## config.mk

```make
export PLATFORM = sky130hd
export DESIGN_NAME = bimodal_branch_predictor
export DESIGN_NICKNAME = d
export VERILOG_FILES = /design/src/rtl/bpred_pkg.sv /design/src/rtl/btb_array.sv /design/src/rtl/bimodal_branch_predictor.sv
export SDC_FILE = /design/constraint.sdc
export NUM_CORES = 2
export LEC_CHECK = 0
export CORE_AREA = 2 2 702 704
export DETAILED_ROUTE_END_ITERATION = 8
export DIE_AREA = 0 0 704 706
export GPL_TIMING_DRIVEN = 0
export PLACE_DENSITY_LB_ADDON = 0.25
export SYNTH_ARGS = -nofsm -noshare
export SYNTH_HDL_FRONTEND = slang
export SYNTH_MEMORY_MAX_BITS = 65536
export SYNTH_SLANG_ARGS = --single-unit
```

## constraint.sdc

```tcl
create_clock -name CLK -period 9.9 [get_ports CLK]
set_input_delay 1.98 -clock CLK [delete_from_list [all_inputs] [get_ports CLK]]
set_output_delay 1.98 -clock CLK [all_outputs]
set_load 0.01 [all_outputs]
```

## src/rtl/bpred_pkg.sv

```systemverilog
// Shared types and helpers for the bimodal branch predictor.
package bpred_pkg;

  // 2-bit saturating direction counter; bit 1 is the taken prediction.
  typedef enum logic [1:0] {
    SNT = 2'd0,
    WNT = 2'd1,
    WT  = 2'd2,
    ST  = 2'd3
  } bpred_cnt_t;

  typedef enum logic {
    INIT  = 1'b0,
    READY = 1'b1
  } bpred_state_t;

  // Value every counter holds after the initialisation walk.
  localparam bpred_cnt_t CNT_INIT = WNT;

  // BTB entry layout for the default geometry (XLEN 32, 64 entries).
  // btb_array derives the same layout from its own parameters.
  localparam int unsigned BTB_DEF_XLEN  = 32;
  localparam int unsigned BTB_DEF_TAG_W = BTB_DEF_XLEN - 6 - 2;

  typedef struct packed {
    logic                     valid;
    logic [BTB_DEF_TAG_W-1:0] tag;
    logic [BTB_DEF_XLEN-1:0]  target;
  } btb_entry_t;

  // Saturating increment on taken, saturating decrement on not-taken.
  function automatic bpred_cnt_t cnt_next(input bpred_cnt_t cnt, input logic taken);
    if (taken) begin
      return (cnt == ST) ? ST : bpred_cnt_t'(cnt + 2'd1);
    end
    return (cnt == SNT) ? SNT : bpred_cnt_t'(cnt - 2'd1);
  endfunction

endpackage

```

## src/rtl/btb_array.sv

```systemverilog
// Direct-mapped branch target buffer: registered read, one training write
// port, an initialisation clear port, and the tag compare on the read data.
module btb_array #(
  parameter int unsigned ENTRIES = 64,
  parameter int unsigned XLEN    = 32
) (
  input  logic                       clk_i,
  input  logic [XLEN-1:0]            rd_pc_i,
  input  logic                       clr_en_i,
  input  logic [$clog2(ENTRIES)-1:0] clr_idx_i,
  input  logic                       wr_en_i,
  input  logic [XLEN-1:0]            wr_pc_i,
  input  logic [XLEN-1:0]            wr_target_i,
  output logic                       hit_o,
  output logic [XLEN-1:0]            target_o
);
  import bpred_pkg::*;

  localparam int unsigned IDX_W = $clog2(ENTRIES);
  localparam int unsigned TAG_W = XLEN - IDX_W - 2;

  typedef struct packed {
    logic             valid;
    logic [TAG_W-1:0] tag;
    logic [XLEN-1:0]  target;
  } entry_t;

  entry_t            mem_q [ENTRIES];
  entry_t            rd_entry_q;
  logic [TAG_W-1:0]  rd_tag_q;
  logic [IDX_W-1:0]  rd_idx;
  logic [IDX_W-1:0]  wr_idx;
  entry_t            wr_entry;

  // Instruction-aligned PCs: the two low bits never select anything.
  logic unused_pc_lsbs;
  assign unused_pc_lsbs = ^{rd_pc_i[1:0], wr_pc_i[1:0]};

  assign rd_idx          = rd_pc_i[IDX_W+1:2];
  assign wr_idx          = wr_pc_i[IDX_W+1:2];
  assign wr_entry.valid  = 1'b1;
  assign wr_entry.tag    = wr_pc_i[XLEN-1:IDX_W+2];
  assign wr_entry.target = wr_target_i;

  // Registered read of the lookup slot (old contents on a same-cycle write),
  // plus the clear/train write; the clear walk and training never overlap.
  always_ff @(posedge clk_i) begin
    rd_entry_q <= mem_q[rd_idx];
    rd_tag_q   <= rd_pc_i[XLEN-1:IDX_W+2];
    if (clr_en_i) begin
      mem_q[clr_idx_i] <= '0;
    end else if (wr_en_i) begin
      mem_q[wr_idx] <= wr_entry;
    end
  end

  assign hit_o    = rd_entry_q.valid && (rd_entry_q.tag == rd_tag_q);
  assign target_o = rd_entry_q.target;

endmodule

```

## src/rtl/bimodal_branch_predictor.sv

```systemverilog
// Bimodal predictor top: init FSM, PHT of 2-bit counters, BTB instance,
// registered prediction response and the branch-tracker event port.
module bimodal_branch_predictor
  import bpred_pkg::*;
#(
  parameter int unsigned PHT_ENTRIES = 256,
  parameter int unsigned BTB_ENTRIES = 64,
  parameter int unsigned XLEN        = 32
) (
  input  logic            CLK,
  input  logic            RST,
  input  logic            fetch_valid,
  input  logic [XLEN-1:0] fetch_pc,
  output logic            pred_valid,
  output logic            pred_taken,
  output logic [XLEN-1:0] pred_target,
  input  logic            update_predictor,
  input  logic [XLEN-1:0] update_pc,
  input  logic            update_prediction,
  input  logic            branch_result,
  input  logic [XLEN-1:0] branch_target,
  output logic            init_busy,
  output logic            trk_update,
  output logic            trk_prediction,
  output logic            trk_branch_result
);

  localparam int unsigned PHT_W  = $clog2(PHT_ENTRIES);
  localparam int unsigned BTB_W  = $clog2(BTB_ENTRIES);
  localparam int unsigned WALK_N = (PHT_ENTRIES > BTB_ENTRIES) ? PHT_ENTRIES : BTB_ENTRIES;
  localparam int unsigned IDX_W  = $clog2(WALK_N);

  bpred_state_t      state_q, state_d;
  logic [IDX_W-1:0]  idx_q, idx_d;
  logic [IDX_W:0]    idx_ext;
  logic              walking, pht_init_we, btb_init_we, upd_en;

  bpred_cnt_t        pht_q [PHT_ENTRIES];
  bpred_cnt_t        pht_rd_q;
  logic [PHT_W-1:0]  fetch_pht_idx, upd_pht_idx;

  logic              pred_valid_q;
  logic [XLEN-1:0]   pc_plus4_q;
  logic              btb_hit;
  logic [XLEN-1:0]   btb_target;

  logic              trk_update_q, trk_prediction_q, trk_branch_result_q;

  assign walking       = (state_q == INIT);
  assign idx_ext       = {1'b0, idx_q};
  assign pht_init_we   = walking && (idx_ext < (IDX_W+1)'(PHT_ENTRIES));
  assign btb_init_we   = walking && (idx_ext < (IDX_W+1)'(BTB_ENTRIES));
  assign upd_en        = update_predictor && (state_q == READY);
  assign fetch_pht_idx = fetch_pc[PHT_W+1:2];
  assign upd_pht_idx   = update_pc[PHT_W+1:2];

  // Next-state logic: step the walk index and leave INIT after the last write.
  always_comb begin
    // NOTE: every output of this block gets a default first, so no path can
    // leave one unassigned and infer a latch.
    state_d = state_q;
    idx_d   = idx_q;
    case (state_q)
      INIT: begin
        idx_d = idx_q + IDX_W'(1);
        if (idx_q == IDX_W'(WALK_N - 1)) begin
          state_d = READY;
          idx_d   = '0;
        end
      end
      READY:   state_d = READY;
      default: state_d = INIT;
    endcase
  end

  // State register; reset (re)starts the walk from index 0.
  always_ff @(posedge CLK) begin
    // NOTE: sequential state uses non-blocking assignments so every register
    // samples pre-edge values regardless of block evaluation order.
    if (RST) begin
      state_q <= INIT;
      idx_q   <= '0;
    end else begin
      state_q <= state_d;
      idx_q   <= idx_d;
    end
  end

  // PHT: registered lookup read (pre-update value on a collision), then the
  // walk write or a saturating read-modify-write training update.
  always_ff @(posedge CLK) begin
    // NOTE: the table has no reset term; the walk initialises it, which keeps
    // it a plain RAM rather than hundreds of resettable flops.
    pht_rd_q <= pht_q[fetch_pht_idx];
    if (pht_init_we) begin
      pht_q[idx_q[PHT_W-1:0]] <= CNT_INIT;
    end else if (upd_en) begin
      pht_q[upd_pht_idx] <= cnt_next(pht_q[upd_pht_idx], branch_result);
    end
  end

  btb_array #(
    .ENTRIES (BTB_ENTRIES),
    .XLEN    (XLEN)
  ) u_btb (
    .clk_i       (CLK),
    .rd_pc_i     (fetch_pc),
    .clr_en_i    (btb_init_we),
    .clr_idx_i   (idx_q[BTB_W-1:0]),
    .wr_en_i     (upd_en && branch_result),
    .wr_pc_i     (update_pc),
    .wr_target_i (branch_target),
    .hit_o       (btb_hit),
    .target_o    (btb_target)
  );

  // Response qualifier and fall-through PC, registered alongside the table reads.
  always_ff @(posedge CLK) begin
    if (RST) begin
      pred_valid_q <= 1'b0;
      pc_plus4_q   <= '0;
    end else begin
      pred_valid_q <= fetch_valid && (state_q == READY);
      pc_plus4_q   <= fetch_pc + XLEN'(4);
    end
  end

  // Tracker event: a one-cycle delayed copy of each accepted update.
  always_ff @(posedge CLK) begin
    if (RST) begin
      trk_update_q        <= 1'b0;
      trk_prediction_q    <= 1'b0;
      trk_branch_result_q <= 1'b0;
    end else begin
      trk_update_q        <= upd_en;
      trk_prediction_q    <= upd_en && update_prediction;
      trk_branch_result_q <= upd_en && branch_result;
    end
  end

  assign pred_valid        = pred_valid_q;
  assign pred_taken        = pred_valid_q && pht_rd_q[1] && btb_hit;
  assign pred_target       = pred_taken   ? btb_target :
                             pred_valid_q ? pc_plus4_q : '0;
  assign init_busy         = walking;
  assign trk_update        = trk_update_q;
  assign trk_prediction    = trk_prediction_q;
  assign trk_branch_result = trk_branch_result_q;

endmodule

```

; ---- Word-level counts from Yosys, hierarchy flattened
; Memories as Yosys holds them, arrays and structs flattened. A register that Yosys moved wholly into a read port is not among the register bits.
; Cells that the tools add are included.
[totals]
reg_bits = 69
ram_bits = 4160
wordCells = 62
memories = 2
[classes]
n_addsub = 4
order_cmp = 2
n_eq_ne = 3
muxes = 30
n_bitwise = 1
reduce_logical = 12
[mem_list]
columns = memory, words, word_bits, read_ports, rd_clocked_by_memory_dff, wr, line_no
row1 = u_btb.mem_q, 64, 57, 1, 1, 1, btb_array.sv:28  ; entry_t mem_q [ENTRIES];
row2 = pht_q, 256, 2, 2, 1, 1, bimodal_branch_predictor.sv:38  ; bpred_cnt_t pht_q [PHT_ENTRIES];
[op_table]
columns = operator, n
row1 = 2-to-1 mux 32 bit, 2
row2 = 2-to-1 mux 57 bit, 1
row3 = OR reduction 57 bit, 1
row4 = "adder 32 x 3 -> 32 bit, second input constant", 1
row5 = == test 24 bit, 1
row6 = 2-to-1 mux 1 bit, 16
row7 = 2-to-1 mux 8 bit, 2
row8 = 2-to-1 mux 2 bit, 7
row9 = logical AND 1 bit, 9
row10 = "< comparator 8 x 9 -> 1 bit, second input constant", 1
row11 = "adder 8 x 1 -> 8 bit, second input constant", 1
row12 = "== test 8 bit, second input constant", 1
row13 = "< comparator 8 x 7 -> 1 bit, second input constant", 1
row14 = 2-to-1 mux 6 bit, 1
row15 = "adder 2 x 1 -> 2 bit, second input constant", 1
row16 = "== test 2 bit, second input constant", 1
row17 = logical NOT 2 bit, 1
row18 = one-hot mux 1 bit (2 select lines), 1
row19 = OR reduction 2 bit, 1
row20 = "subtractor 2 x 1 -> 2 bit, second input constant", 1
row21 = NOT 1 bit, 1

; ---- Logic depth before layout (Yosys ltp)
; An unclocked memory read counts as a cell.
[logic_depth]
ltp_word = 8
ltp_mapped = 13

; ---- Modules after synthesis
; A second synthesis with hierarchy kept.
[hier_totals]
hier_cells = 7893
area_unflattened_um2 = 166621.1
[by_module_without_submodules]
columns = module, n_inst, cells_each, area_each_um2, seq_area_each_um2
row1 = btb_array, 1, 6195, 140865.1, 111166.6
row2 = bimodal_branch_predictor, 1, 1698, 25756.0, 16295.6

; ---- Least setup slack after synthesis
; OpenSTA, ideal clock, no wires.
[synth_timing]
path_kind = input to register
startpoint = input update_pc[2]
endpoint = memory pht_q[0][0] in the netlist's numbering (data pin)
setup_time_ns = 0.820
arrival_time_ns = 7.185
setup_slack_ns = 1.895
cell_stages = 10
path_buffers = 2
cell_sequence = buf_2 -> buf_2 -> mux4_2 -> a22o_1 -> a221oi_1 -> o22ai_1 -> nor3_1 -> o22ai_1 -> maj3_2 -> nand2_1
[synth_via]
elab_chain_cells = 8
[synth_rtl]
columns = element, line_no
row1 = "start, declared", bimodal_branch_predictor.sv:18  ; input logic [XLEN-1:0] update_pc,
row2 = memory read (256 x 2 bit) (*), n/a
row3 = adder 2 x 1 -> 2 bit or == test 2 bit (tied branches), bpred_pkg.sv:34  ; return (cnt == ST) ? ST : bpred_cnt_t'(cnt + 2'd1);
row4 = 2-to-1 mux 2 bit, bpred_pkg.sv:34
row5 = 2-to-1 mux 2 bit, bpred_pkg.sv:33  ; if (taken) begin
row6 = 2-to-1 mux 2 bit (*), bpred_pkg.sv:36  ; return (cnt == SNT) ? SNT : bpred_cnt_t'(cnt - 2'd1);
row7 = 2-to-1 mux 2 bit (*), bimodal_branch_predictor.sv:97  ; end else if (upd_en) begin
row8 = 2-to-1 mux 2 bit (*), bimodal_branch_predictor.sv:95  ; if (pht_init_we) begin
row9 = 2-to-1 mux 2 bit (no source line) (*), n/a
row10 = "end, declared", bimodal_branch_predictor.sv:38
; Mark *: on every way between the ends. The rest lies on a longest branch, timed or not. The select of a mux whose other input is x is not followed.

; ---- Final worst setup path
[layout_timing]
startpoint = register pred_valid_q, in the netlist pred_valid
endpoint = output pred_target[0]
[layout_via]
elab_chain_cells = 3
[layout_rtl]
columns = element, line_no
row1 = "start, declared", bimodal_branch_predictor.sv:42  ; logic pred_valid_q;
row2 = "start signal, assigned", bimodal_branch_predictor.sv:123  ; pred_valid_q <= fetch_valid && (state_q == READY);
row3 = logical AND 1 bit (2 in a row), bimodal_branch_predictor.sv:142  ; assign pred_taken = pred_valid_q && pht_rd_q[1] && btb_hit;
row4 = 2-to-1 mux 32 bit (*), bimodal_branch_predictor.sv:143  ; assign pred_target = pred_taken ? btb_target :
row5 = "end, declared", bimodal_branch_predictor.sv:16  ; output logic [XLEN-1:0] pred_target,
; Mark *: on every way between the ends. The rest lies on a longest branch, timed or not.

==> run summary <==
setup TNS - 0 ps
most used cell, CP - clkbuf_1
vias per cell - 5.53
commonest non-fill, non-tap cells in the layout - edfxtp_1, mux4_2, clkbuf_16, clkbuf_1, nor2_1
crit path time final - 7990 ps
leakage power - 67.3 nW
WHS Path Cells - 2
# rows - 257
drt total wl - 499,000 um
final setup fails - 0
maximum VDD drop - 0.000169 V
dominant cell type by area after synthesis - edfxtp_1
detailed-router iteration count before antenna repair - 5
failing checks - max-capacitance violations, max-slew violations
register area share after synthesis - 76.9%
Resized cells post-CTS - 0
combinational fraction of design power - 4.2%
placeable core region - 489,000 um^2
CTS tree - built
startpoint types - flip-flop
Tot GR Track Use - 19.6%
Yosys top cell area share - 75.3%
Clock Latency Late Sink - 1050 ps
area grow syn2layout - 17.2%
CTS clk-pin slew, worst paths - 60 ps
DRC - 0
Hold Fails Final Rpt - 0
Slew HR - -11.2%
Synth area leaders - edfxtp_1, mux4_2, dfxtp_1
min-delay src - idx_q[7]
Sw Share - 21.4%
Slowest-stage cell, CP - clkbuf_1
# H-tree levels - 5
die area - 497,000 um^2
fin area - 194,000 um^2
Gate Count Post-Synth - 7,045
crit-path max FO - 10
Switching Power - 0.00800 W
P per Cell Area - 192 nW/um^2
slew at the pin closest to its max-slew limit - 1650 ps
Top FF cell, synth - edfxtp_1
critical path, cell by cell - clkbuf_1, and3_1, nand3_1, nor4_2, buf_4, buf_6, clkbuf_1, nand2_1, o21ai_0, clkdlybuf4s50_1
setup repair bufs after CTS - 0
worst reg2reg path endpoint - pht_q[157][1]
max incr delay on CP - 890 ps
outcome - finished with violations
WP data arrival - 6010 ps
Worst EP required - 7920 ps
global route total overflow - 0
Worst Hold Class - flip-flop to flip-flop
vias after detailed routing - 81,300
YS warnings - 0
unrepaired setup endpoints after global routing - false
flops & latches, synth - 4,287
share of cells above drive strength 1 - 30.3%
Clock Power Share - 42.9%
max cap viols - 3
Final nets - 7,942
CP Class - flip-flop to primary output
Setup crit end kind - primary output
CTS sink cnt - 4,287
cell-internal power - 0.0294 W
Syn Nets - 7,149
synthesized cell area - 166,000 um^2
syn avg cell area - 23.5 um^2
WL per Instance - 33.9 um
Post-synth EDFFs - 4,160
Die X-Extent - 704 um
Worst R2R Start - state_q
Max Clk Rate - 125 MHz
Routability Congestion - 0.867
CTS buffer count - 430
Reg power frac - 52.9%
Largest delay share family, worst path - buffers and inverters
first-pass GRT wire length - 678,000 um
drt initial violations - 10,700
Slew Viols, Final - 15
crit path buf inv count - 5
ANT nets after route - 0
R2R depth - 7
Die H - 706 um
CTS Hold Bufs - 0
Worst Clk Skew - 126 ps
largest net degree at the start of global routing - 90
Starting Density - 33.9%
initial antenna violation count - 50
hold path endpoint - idx_q[7]
post-DP HPWL - 351,000 um
Post-synth ARST share - 0%
reg2reg setup slack - 5110 ps
DP Area - 181,000 um^2
most common cell after layout, fill and taps aside - edfxtp_1
deepest clock path buffer count - 4
PortBufs - 130
count of cell types in the netlist - 53
Top-Level Pins - 140
Root Buffer - clkbuf_16
period utilization - 80.7%
vias in the first global route - 82,600
## power by group through the flow
stage / Combinational, W / Clock, W / Sequential [W]
final: 0.00156 / 0.0160 / 0.0198
after global routing: 0.00161 / 0.0169 / 0.0198
after CTS: 0.00157 / 0.0163 / 0.0198
after detailed placement: 0.00157 / 0 / 0.0201
after global placement: 0.00151 / 0 / 0.0202
after floorplan: 0.000842 / 0 / 0.0201
## worst max path at each step
stage,start,slack [ps],depth (start not counted),end
floorplan,update_pc[2],1890,10,pht_q[0][0]
global placement,update_predictor,-3350,10,u_btb.mem_q[1][31]
detailed placement,fetch_pc[3],1830,10,u_btb.rd_entry_q[54]
CTS,pred_valid,1830,10,pred_target[1]
global route,pred_valid,2020,10,pred_target[1]
finish,pred_valid,1910,10,pred_target[0]
## cell families after synthesis
kind of cell | count (synthesis) | share of synthesized area (%)
mux | 1453 | 19.4
simple gates | 701 | 1.84
fa+ha+maj | 3 | 0.0219
xor+xnor | 54 | 0.285
flops | 4287 | 76.9
compound gates | 135 | 0.506
buf+inv | 412 | 1.09
## area by class of cell
class	count	area [um^2]
Antenna cell	32	80.1
Buffer	407	1820
Clock buffer	564	11700
Clock inverter	230	2030
Fill cell	42600	295000
Inverter	5	18.8
Multi-Input combinational cell	2346	37100
Sequential cell	4287	127000
Tap cell	6475	8100
Timing Repair Buffer	361	6080
## worst reg2reg max path, stage by stage, from the launching register on
cell	delay, ps
dfxtp_1	430
and2_1	200
clkbuf_1	430
clkbuf_1	980
nor2_1	120
o21ai_1	1040
clkbuf_1	1040
nor2_1	250
## through the flow
step                power (W)  utilization [%]  instances  hold WS, ps  setup WS (ps)
floorplan              0.0210                -       7045          495           1890
global placement       0.0217             35.8      13700          577          -3350
detailed placement     0.0217             36.9      13900          560           1830
CTS                    0.0376             39.7      14700          571           1830
global route           0.0383             39.7      14700          617           2020
finish                 0.0374             39.7      14700          607           1910
## Yosys cell counts, drive strengths merged, types with 2 or more instances
cell type     n
dfxtp       127
xnor2        12
or3           8
nor4          8
o22ai         6
edfxtp     4160
mux2          7
inv           5
or2           4
a211oi        5
nor3b         2
nand2b        4
nor2b        14
nand2       157
and3         60
and2          4
o31ai         4
ha            2
nand3        30
xor2         42
nor2        372
a31oi         2
or4           2
a22oi        19
mux4       1406
nand3b       14
o211ai        2
a32o          2
and4          3
a22o          2
a221oi        8
mux2i        40
buf         136
nor3         11
o21ai        57
clkbuf      271
o21bai        3
a21oi        19
nand4         7
## sequential cells by signal, indices dropped and copies added (netlist names)
register and flops:
u_btb.target_o 32, trk_prediction 1, pht_rd_q 1, u_btb.mem_q 3648
trk_branch_result 1, idx_q 8, pht_q 512, state_q 1
pred_valid 1, trk_update 1, pc_plus4_q 32, u_btb.rd_tag_q 24
u_btb.rd_entry_q 25
## routing by layer
metal | global-route usage [%] | vias to the layer above | wire length [um]
met5 | 0.0288 | - | 41
met4 | 5.98 | 6 | 17300
met3 | 3.45 | 693 | 39600
met2 | 32.9 | 3879 | 246000
met1 | 26.2 | 44900 | 196000
li1 | - | 31800 | -
Note: power is estimated with default switching activity, not from simulation.
